$ cat src/rtl/ifu_pkg.sv
// Shared constants for the instruction fetch unit:
// FSM state encoding and default parameter values.
package ifu_pkg;

  localparam logic [0:0] ST_IDLE  = 1'b0;
  localparam logic [0:0] ST_FETCH = 1'b1;

  localparam int ADDR_W_DEF      = 8;
  localparam int DATA_W_DEF      = 8;
  localparam int INSTR_BYTES_DEF = 4;
  localparam int DEPTH_DEF       = 2;
  localparam int RESET_PC_DEF    = 0;

endpackage

$ cat src/rtl/ifu_queue.sv
// Prefetch FIFO: sync clear, push, pop, occupancy count.
// Ports: clk, clear, push/wdata, pop, rdata (0 when empty), empty, full, count.
module ifu_queue #(
  parameter int WIDTH = 8,
  parameter int DEPTH = 2,
  localparam int CNT_W = $clog2(DEPTH + 1)
) (
  input  logic             clk,
  input  logic             clear,
  input  logic             push,
  input  logic [WIDTH-1:0] wdata,
  input  logic             pop,
  output logic [WIDTH-1:0] rdata,
  output logic             empty,
  output logic             full,
  output logic [CNT_W-1:0] count
);

  localparam int PTR_W = DEPTH > 1 ? $clog2(DEPTH) : 1;
  localparam logic [PTR_W-1:0] LAST = PTR_W'(DEPTH - 1);

  logic [WIDTH-1:0] mem [DEPTH];
  logic [PTR_W-1:0] wr;
  logic [PTR_W-1:0] rd;
  logic [CNT_W-1:0] cnt;
  logic             push_ok;
  logic             pop_ok;

  function automatic logic [PTR_W-1:0] nxt(
    input logic [PTR_W-1:0] p
  );
    return (p == LAST) ? '0 : p + PTR_W'(1);
  endfunction

  assign empty   = (cnt == '0);
  assign full    = (cnt == CNT_W'(DEPTH));
  assign push_ok = push & ~full;
  assign pop_ok  = pop & ~empty;
  assign count   = cnt;
  assign rdata   = empty ? '0 : mem[rd];

  always_ff @(posedge clk) begin
    if (clear) begin
      wr  <= '0;
      rd  <= '0;
      cnt <= '0;
    end else begin
      if (push_ok) wr <= nxt(wr);
      if (pop_ok)  rd <= nxt(rd);
      cnt <= cnt + CNT_W'(push_ok)
                 - CNT_W'(pop_ok);
    end
  end

  always_ff @(posedge clk) begin
    if (push_ok && !clear)
      mem[wr] <= wdata;
  end

endmodule

$ cat src/rtl/instr_fetch_unit.sv
// Instruction fetch: reads INSTR_BYTES words per instruction into a prefetch queue.
// Ports: clk/reset, mem_req/adr/ack/memdata, instr/pcvalue/valid/ready, redirect, q_count.
module instr_fetch_unit
  import ifu_pkg::*;
#(
  parameter int ADDR_W      = ADDR_W_DEF,
  parameter int DATA_W      = DATA_W_DEF,
  parameter int INSTR_BYTES = INSTR_BYTES_DEF,
  parameter int DEPTH       = DEPTH_DEF,
  parameter int RESET_PC    = RESET_PC_DEF,
  localparam int IW    = DATA_W * INSTR_BYTES,
  localparam int CNT_W = $clog2(DEPTH + 1)
) (
  input  logic              clk,
  input  logic              reset,
  output logic              mem_req,
  output logic [ADDR_W-1:0] mem_adr,
  input  logic              mem_ack,
  input  logic [DATA_W-1:0] memdata,
  output logic [IW-1:0]     instr,
  output logic [ADDR_W-1:0] pcvalue,
  output logic              instr_valid,
  input  logic              instr_ready,
  input  logic              redirect,
  input  logic [ADDR_W-1:0] redirect_pc,
  output logic [CNT_W-1:0]  q_count
);

  localparam int BC_W = INSTR_BYTES > 1 ? $clog2(INSTR_BYTES) : 1;
  localparam logic [BC_W-1:0] LAST = BC_W'(INSTR_BYTES - 1);
  localparam logic [ADDR_W-1:0] RST_PC = ADDR_W'(RESET_PC);

  logic [0:0]        state;
  logic [ADDR_W-1:0] fetch_pc;
  logic [BC_W-1:0]   byte_cnt;
  logic [IW-1:0]     asm_q;
  logic [IW-1:0]     asm_d;
  logic              ack;
  logic              last;
  logic              push;
  logic              pop;
  logic              q_empty;
  logic              q_full;
  logic [CNT_W-1:0]  q_cnt;
  logic [CNT_W-1:0]  post_cnt;
  logic [IW-1:0]     q_instr;
  logic [ADDR_W-1:0] q_pc;

  assign ack  = (state == ST_FETCH) & mem_ack;
  assign last = (byte_cnt == LAST);
  // Last lane completes only when it can be pushed.
  assign push = ack & last & ~q_full
              & ~redirect & ~reset;
  assign pop  = instr_ready & ~q_empty;
  assign post_cnt = q_cnt + CNT_W'(1)
                  - CNT_W'(pop);

  always_comb begin
    asm_d = asm_q;
    for (int i = 0; i < INSTR_BYTES; i++)
      if (byte_cnt == BC_W'(i))
        asm_d[i*DATA_W +: DATA_W] = memdata;
  end

  always_ff @(posedge clk) begin
    if (ack) asm_q <= asm_d;
  end

  always_ff @(posedge clk) begin
    if (reset) begin
      state    <= ST_IDLE;
      fetch_pc <= RST_PC;
      byte_cnt <= '0;
    end else if (redirect) begin
      state    <= ST_FETCH;
      fetch_pc <= redirect_pc;
      byte_cnt <= '0;
    end else begin
      unique case (state)
        ST_IDLE: begin
          if (q_cnt < CNT_W'(DEPTH))
            state <= ST_FETCH;
        end
        ST_FETCH: begin
          if (push) begin
            byte_cnt <= '0;
            fetch_pc <= fetch_pc
                      + ADDR_W'(INSTR_BYTES);
            if (post_cnt == CNT_W'(DEPTH))
              state <= ST_IDLE;
          end else if (ack && !last) begin
            byte_cnt <= byte_cnt + BC_W'(1);
          end
        end
        default: state <= ST_IDLE;
      endcase
    end
  end

  ifu_queue #(
    .WIDTH (IW + ADDR_W),
    .DEPTH (DEPTH)
  ) u_queue (
    .clk   (clk),
    .clear (reset | redirect),
    .push  (push),
    .wdata ({asm_d, fetch_pc}),
    .pop   (instr_ready),
    .rdata ({q_instr, q_pc}),
    .empty (q_empty),
    .full  (q_full),
    .count (q_cnt)
  );

  assign mem_req     = (state == ST_FETCH) & ~reset;
  assign mem_adr     = reset ? RST_PC
                     : fetch_pc + ADDR_W'(byte_cnt);
  assign instr_valid = ~q_empty & ~reset;
  assign instr       = reset ? '0 : q_instr;
  assign pcvalue     = reset ? '0 : q_pc;
  assign q_count     = reset ? '0 : q_cnt;

endmodule

$ cat config.mk
export PLATFORM = sky130hd
export DESIGN_NAME = instr_fetch_unit
export DESIGN_NICKNAME = d
export VERILOG_FILES = /design/src/rtl/ifu_pkg.sv /design/src/rtl/ifu_queue.sv /design/src/rtl/instr_fetch_unit.sv
export SDC_FILE = /design/constraint.sdc
export NUM_CORES = 1
export LEC_CHECK = 0
export CAP_MARGIN = 20
export CORE_AREA = 10 10 158 160
export DETAILED_ROUTE_END_ITERATION = 8
export DIE_AREA = 0 0 168 170
export GPL_TIMING_DRIVEN = 0
export HOLD_SLACK_MARGIN = 0.02
export SYNTH_ARGS = -nofsm -noshare
export SYNTH_HDL_FRONTEND = slang
export SYNTH_SLANG_ARGS = --single-unit
$ cat constraint.sdc
create_clock -name clk -period 3.9 [get_ports clk]
set_clock_uncertainty 0.1 [all_clocks]
set_input_delay 0.39 -clock clk [delete_from_list [all_inputs] [get_ports clk]]
set_output_delay 0.39 -clock clk [all_outputs]
set_load 0.005 [all_outputs]
==> run summary, run 1 <==
OUTCOME
---------------------------------------------------------------------------
Status                                                         finished, final reports clean

PWR
---------------------------------------------------------------------------
VDD IR max                                                       0.000333 V
Sequential fraction of design power                                   48.4%
Final Power                                                         3.15 mW
Proportion of power drawn by combinational gates                       3.4%
Psw                                                                  640 uW
Fraction of power consumed by the clock network                       48.2%
Leak pwr                                                            2.29 nW
Design internal power                                               2.51 mW
Switching portion of total power                                      20.3%
Power density over cell area                                    444 mW/mm^2

PLACE
---------------------------------------------------------------------------
Port Buffer Count                                                        72
Routability-driven placement congestion ratio                         0.741
Detailed placement HPWL                                             8390 um
Cells after DPL                                                         717
DP Worst Slack                                                     0.233 ns
Cell Area, Placed                                              0.00651 mm^2

WORST SETUP PATH
---------------------------------------------------------------------------
Top Family by Delay on Critical Path                           buffers and inverters
WP data required                                                    3.41 ns
Worst EP arrival                                                    3.13 ns
Critical path launch point type                                primary input
Slowest stage cell, crit path                                  sky130_fd_sc_hd__nor2_1
Crit path buf inv count                                                   4
Critical path's most frequent cell                             sky130_fd_sc_hd__nor2_1
Critical Path Sink Type                                        primary output
Highest fanout seen on the critical path                                 10
CP Cell Sequence                                               clkdlybuf4s50_1 -> clkbuf_1 -> nor2_1 -> nor2_1 -> clkbuf_1 -> nor2_1 -> clkdlybuf4s50_1
Critical Path Max Stage Delay                                       0.62 ns
Critical path type                                             primary input to primary output

DETAILED ROUTING
---------------------------------------------------------------------------
Vias                                                                   3140
Residual DRC                                                              0
Routed wirelength normalized by instance count                      16.0 um
Total wire length after detailed routing                           12000 um
Post-DRT Antenna Nets                                                     0
Detailed Routing Iterations Pass 1                                        4
Via-to-Cell Ratio                                                      4.19
Number of DRC markers in iteration 0                                    122

LAYOUT
---------------------------------------------------------------------------
Final Non-Filler Cells                                                  749
Diodes inserted                                                           0
Final core occ                                                        32.7%
Net count reported at finish                                            487
Synthesis-to-finish area growth                                       32.1%
Design area                                                    0.00709 mm^2
Fraction of layout instances using a drive strength above 1           13.4%

TIMING
---------------------------------------------------------------------------
Max-slew violation total from the final report                            0
Final period demand of the worst path                               3.62 ns
Minimum hold slack                                                 0.389 ns
Post-route setup slack                                             0.281 ns
Final Hold Violating Endpoints                                            0
Worst slew slack as a fraction of its limit                           39.8%
Peak clock frequency supported by timing                            276 MHz
Tcrit/Tclk final                                                      92.8%
Worst Tran Pin Value                                               0.903 ns
Number of failing setup endpoints in the final timing report              0
Setup TNS after final layout                                           0 ns
RSZ-0062 raised after global routing                                     no

DIE
---------------------------------------------------------------------------
Die outline area                                                0.0286 mm^2
Chip width                                                           168 um
Number of cell rows                                                      54
Die height                                                           170 um
Area of the core                                                0.0217 mm^2
Initial core utilization                                              24.7%
Top Ports                                                                73

GLOBAL ROUTING
---------------------------------------------------------------------------
Wire length of the first global-routing pass                       18900 um
Antenna violations before repair                                          0
Vias in the first global route                                         3321
Maximum number of pins on one net before global-route repair             31
Global-route congestion overflow total                                    0
All-Layer GR Usage                                                    8.47%

YOSYS
---------------------------------------------------------------------------
Cell taking the most area after synthesis                      sky130_fd_sc_hd__edfxtp_1
Top post-synthesis cells by area                               sky130_fd_sc_hd__edfxtp_1, sky130_fd_sc_hd__mux2i_1, sky130_fd_sc_hd__dfxtp_1
Synth Register Bits                                                     128
Sequential cell area fraction in the yosys report                     68.6%
Count of warnings emitted by yosys                                        0
Count leader, synth                                            sky130_fd_sc_hd__edfxtp_1
Synthesized netlist net count                                           393
Number of flops mapped to enable cells by yosys                         112
Async set or reset register ratio after synthesis                        0%
Mapped Cells                                                            362
Mean cell area of the mapped netlist                              14.8 um^2
Synth Flop Type                                                sky130_fd_sc_hd__edfxtp_1
Yosys cell types                                                         35
Commonest cells in the synthesized netlist                     sky130_fd_sc_hd__edfxtp_1, sky130_fd_sc_hd__nor2_1, sky130_fd_sc_hd__mux2i_1
Post-synth top area share                                             62.7%
Cell Area, Synth                                               0.00537 mm^2

MIN PATH
---------------------------------------------------------------------------
Hold Path Class                                                flip-flop to flip-flop

CLOCKING
---------------------------------------------------------------------------
Worst-path clk slew                                                 0.06 ns
Max Buffers Root-to-Sink                                                  2
Clk sink count                                                          128
Later-pin clock latency in the skew report                          0.41 ns
Hold buffer count at cts                                                  0
Clock Tree Root                                                sky130_fd_sc_hd__clkbuf_16
Total clock buffers created by CTS                                       17
CTS tree                                                              built
H-tree Lvls                                                               4
Post-CTS setup buffer count                                               0
Cts repair resizes                                                        0

JOB
---------------------------------------------------------------------------
Max-cap viol count                                                        0

per-layer routing:
metal	track usage, %	vias to the layer above	share of wire [%]
met5	0	-	0
met4	3.18	0	1.5
met3	3.27	15	6.3
met2	13.3	75	48
met1	10.3	1534	45
li1	-	1516	-
cells by family (layout without fill, tap and decap cells):
logic type               Yosys count  in the layout  synth area share, %
AO/OA/AOI/OAI                     20             20                 2.61
multiplexers                      75             75                 14.8
XOR/XNOR                          12             12                 1.96
AND/OR/NAND/NOR                   89             89                 7.32
adder cells (fa/ha/maj)           10             10                 2.47
buffers and inverters             28            135                 2.24
flip-flops                       128            128                 68.6
placed cells by master, fill, tap and decap left out, drive strengths merged, types with 2 or more instances in the layout:
master,n
nand2,6
xor2,7
bufinv,2
ha,9
dfxtp,16
a21o,2
nor2,59
or3,4
mux2,33
a31oi,4
clkinv,8
xnor2,5
edfxtp,112
o22ai,2
inv,10
o21ai,3
buf,5
and2,2
clkdlybuf4s50,72
nor2b,5
clkbuf,36
mux2i,42
clkinvlp,2
nor3,3
nand4,2
a21oi,2
nand3,6
a32oi,3
power by group through the flow:
stage          clock (mW)  sequential, mW  combinational [mW]
6_report             1.52            1.52               0.107
5_1_grt              1.61            1.53               0.119
4_1_cts              1.54            1.52               0.109
3_5_place_dp            0            1.55               0.108
3_3_place_gp            0            1.55               0.102
2_1_floorplan           0            1.55              0.0545
registers in the layout, summed over array words and instances (netlist names), named ones only:
register	cells
asm_q	32
state	1
u_queue.mem	80
u_queue.rd	1
fetch_pc	8
u_queue.count	2
u_queue.wr	1
byte_cnt	2
path summary, 6_finish.rpt:
path                            startpoint                           end  slack [ns]  cells past startpoint
setup / recovery                     reset                     instr[28]        0.28                      7
hold / removal    fetch_pc[5]$_SDFFE_PP0P_   u_queue.mem[1][5]$_DFFE_PP_        0.39                      0
setup reg to reg  byte_cnt[1]$_SDFFE_PP0P_  u_queue.mem[1][36]$_DFFE_PP_        1.50                      5
hold reg to reg   fetch_pc[5]$_SDFFE_PP0P_   u_queue.mem[1][5]$_DFFE_PP_        0.39                      0
worst reg2reg max path: stages, from the launching register on:
cell	delay, ns
sky130_fd_sc_hd__dfxtp_1	0.46
sky130_fd_sc_hd__ha_1	0.25
sky130_fd_sc_hd__nand3_1	0.12
sky130_fd_sc_hd__nor3_2	0.44
sky130_fd_sc_hd__and2_2	0.44
sky130_fd_sc_hd__buf_12	0.26
area by class of cell:
type                       instances  area, um^2
tap                              280         350
sequential                       128        3680
timing repair buffer              75         788
buffer                            19        86.3
clock inverter                    13         140
clock buffer                      19         433
inverter                           9        33.8
fill                            2133       14600
multi-input combinational        206        1570
Note: power is estimated with default switching activity, not from simulation.
==> run 2, diff against run 1 <==
--- a/config.mk
+++ b/config.mk
@@ -9,6 +9,7 @@
 export CORE_AREA = 10 10 158 160
 export DETAILED_ROUTE_END_ITERATION = 8
 export DIE_AREA = 0 0 168 170
+export DONT_BUFFER_PORTS = 1
 export GPL_TIMING_DRIVEN = 0
 export HOLD_SLACK_MARGIN = 0.02
 export SYNTH_ARGS = -nofsm -noshare
==> run summary, run 2 (synthesized netlist as in run 1, its figures left out) <==
MIN PATH
---------------------------------------------------------------------------
Endpoint of the worst hold path                                fetch_pc[0]$_SDFFE_PP0P_
Hold Path Class                                                primary input to flip-flop
Cell count of the worst hold path                                         2
Start point of the worst hold path                             redirect_pc[0]

TIMING
---------------------------------------------------------------------------
RSZ-0062 raised after global routing                                     no
Final period demand of the worst path                               2.77 ns
Max-slew violation total from the final report                            0
Post-route setup slack                                              1.13 ns
Number of failing setup endpoints in the final timing report              0
Worst slew slack as a fraction of its limit                           37.8%
Tcrit/Tclk final                                                      70.9%
Peak clock frequency supported by timing                            361 MHz
Worst Tran Pin Value                                               0.933 ns
Setup TNS after final layout                                           0 ns
Final Hold Violating Endpoints                                            0

DIE
---------------------------------------------------------------------------
Area of the core                                                0.0217 mm^2
Die height                                                           170 um
Top Ports                                                                73
Initial core utilization                                              24.7%
Die outline area                                                0.0286 mm^2
Number of cell rows                                                      54
Chip width                                                           168 um

CLOCKING
---------------------------------------------------------------------------
Worst-path clk slew                                                 0.06 ns
Clock Tree Root                                                sky130_fd_sc_hd__clkbuf_16
H-tree Lvls                                                               4
Later-pin clock latency in the skew report                          0.41 ns
Total clock buffers created by CTS                                       17
Clk sink count                                                          128
Post-CTS setup buffer count                                               0
CTS tree                                                              built
Max Buffers Root-to-Sink                                                  2

GLOBAL ROUTING
---------------------------------------------------------------------------
Antenna violations before repair                                          0
Global-route congestion overflow total                                    0
Vias in the first global route                                         3009
All-Layer GR Usage                                                    8.66%
Maximum number of pins on one net before global-route repair             34
Wire length of the first global-routing pass                       18600 um

PLACE
---------------------------------------------------------------------------
Detailed placement HPWL                                             8700 um
Cells after DPL                                                         645
Port Buffer Count                                                         0
Routability-driven placement congestion ratio                         0.800
Cell Area, Placed                                              0.00580 mm^2
DP Worst Slack                                                      1.10 ns

LAYOUT
---------------------------------------------------------------------------
Net count reported at finish                                            416
Fraction of layout instances using a drive strength above 1           15.6%
Diodes inserted                                                           0
Top Registers                                                  u_queue.mem (80), asm_q (32), fetch_pc (8)
Number of flip-flops under the largest register name                     80
Most common cell after layout, fill and taps aside             sky130_fd_sc_hd__edfxtp_1
Fill count                                                             2171
Register containing the most flip-flops in the final layout     u_queue.mem
Final core occ                                                        29.4%
Final Non-Filler Cells                                                  677
Most used cells in the layout excluding fill and tap cells     sky130_fd_sc_hd__edfxtp_1, sky130_fd_sc_hd__nor2_1, sky130_fd_sc_hd__mux2i_1
Synthesis-to-finish area growth                                       18.9%
Design area                                                    0.00638 mm^2

WORST SETUP PATH
---------------------------------------------------------------------------
WP data required                                                    3.41 ns
Highest fanout seen on the critical path                                 10
Worst reg-to-reg path cell count                                          6
Worst EP arrival                                                    2.28 ns
R2R Setup Slk                                                       1.24 ns
CP Launch Point                                                u_queue.count[0]$_SDFF_PP0_
Critical Path Sink Type                                        primary output
Worst flop-to-flop path endpoint                               u_queue.mem[0][27]$_DFFE_PP_
Critical path launch point type                                   flip-flop
Launch instance of the worst register-to-register path         byte_cnt[1]$_SDFFE_PP0P_
Critical path type                                             flip-flop to primary output

DETAILED ROUTING
---------------------------------------------------------------------------
Via-to-Cell Ratio                                                      4.36
Number of DRC markers in iteration 0                                    160
Residual DRC                                                              0
Post-DRT Antenna Nets                                                     0
Total wire length after detailed routing                           12300 um
Routed wirelength normalized by instance count                      18.1 um
Vias                                                                   2952
Detailed Routing Iterations Pass 1                                        4

PWR
---------------------------------------------------------------------------
Power density over cell area                                    489 mW/mm^2
Proportion of power drawn by combinational gates                       2.4%
Design internal power                                               2.49 mW
Psw                                                                  635 uW
Switching portion of total power                                      20.3%
Leak pwr                                                            2.04 nW
Fraction of power consumed by the clock network                       48.7%
VDD IR max                                                       0.000277 V
Sequential fraction of design power                                   48.8%

JOB
---------------------------------------------------------------------------
Max-cap viol count                                                        0

OUTCOME
---------------------------------------------------------------------------
Status                                                         finished, final reports clean

run 2: per-stage QoR:
step	hold slack (ns)	power (mW)
after floorplan	0.324	1.60
after global placement	0.368	1.62
after detailed placement	0.382	1.63
after CTS	0.0216	3.16
after global routing	0.0475	3.23
final	0.0423	3.12
run 2: power groups by stage:
stage	registers, mW	logic, mW	clock network [mW]
6_report	1.52	0.0754	1.52
5_1_grt	1.53	0.0852	1.62
4_1_cts	1.52	0.0765	1.56
3_5_place_dp	1.55	0.0752	0
3_3_place_gp	1.55	0.0673	0
2_1_floorplan	1.55	0.0545	0
run 2: layout make-up:
class / instances / area, um^2 / area share (%)
Sequential cell: 128 / 3680 / 57.7
Buffer: 19 / 86.3 / 1.35
Clock buffer: 20 / 437 / 6.84
Clock inverter: 11 / 134 / 2.10
Inverter: 9 / 33.8 / 0.529
Multi-Input combinational cell: 206 / 1570 / 24.6
Timing Repair Buffer: 4 / 85.1 / 1.33
Tap cell: 280 / 350 / 5.49
run 2: what timing repair did:
item                                   in CTS  in global routing
hold buffers                                1                  0
resized for setup                           0                  0
endpoints found under the hold margin       1                  0
run 2: metal layers:
| layer | up-vias | GRT usage [%] | part of all wire, % |
|---|---|---|---|
| met5 | - | 0 | 0 |
| met4 | 0 | 3.41 | 0.94 |
| met3 | 9 | 3.85 | 6.8 |
| met2 | 71 | 13.9 | 49 |
| met1 | 1496 | 9.93 | 43 |
| li1 | 1376 | - | - |
run 2: how the worst max path moves through the flow:
| stage | endpoint | slack (ns) |
|---|---|---|
| CTS | instr[28] | 1.03 |
| floorplan | u_queue.mem[0][0]$_DFFE_PP_ | 0.39 |
| finish | instr[28] | 1.13 |
| global placement | u_queue.mem[0][29]$_DFFE_PP_ | -0.77 |
| global route | instr[22] | 0.97 |
| detailed placement | instr[28] | 1.10 |
run 2: worst max-delay path, cell delays in order, from the launching register on:
cell and delay (ns):
sky130_fd_sc_hd__dfxtp_1 0.34, sky130_fd_sc_hd__inv_1 0.09, sky130_fd_sc_hd__nor2_1 0.08, sky130_fd_sc_hd__nor2_1 0.61
sky130_fd_sc_hd__clkbuf_1 0.54, sky130_fd_sc_hd__nor2_1 0.20
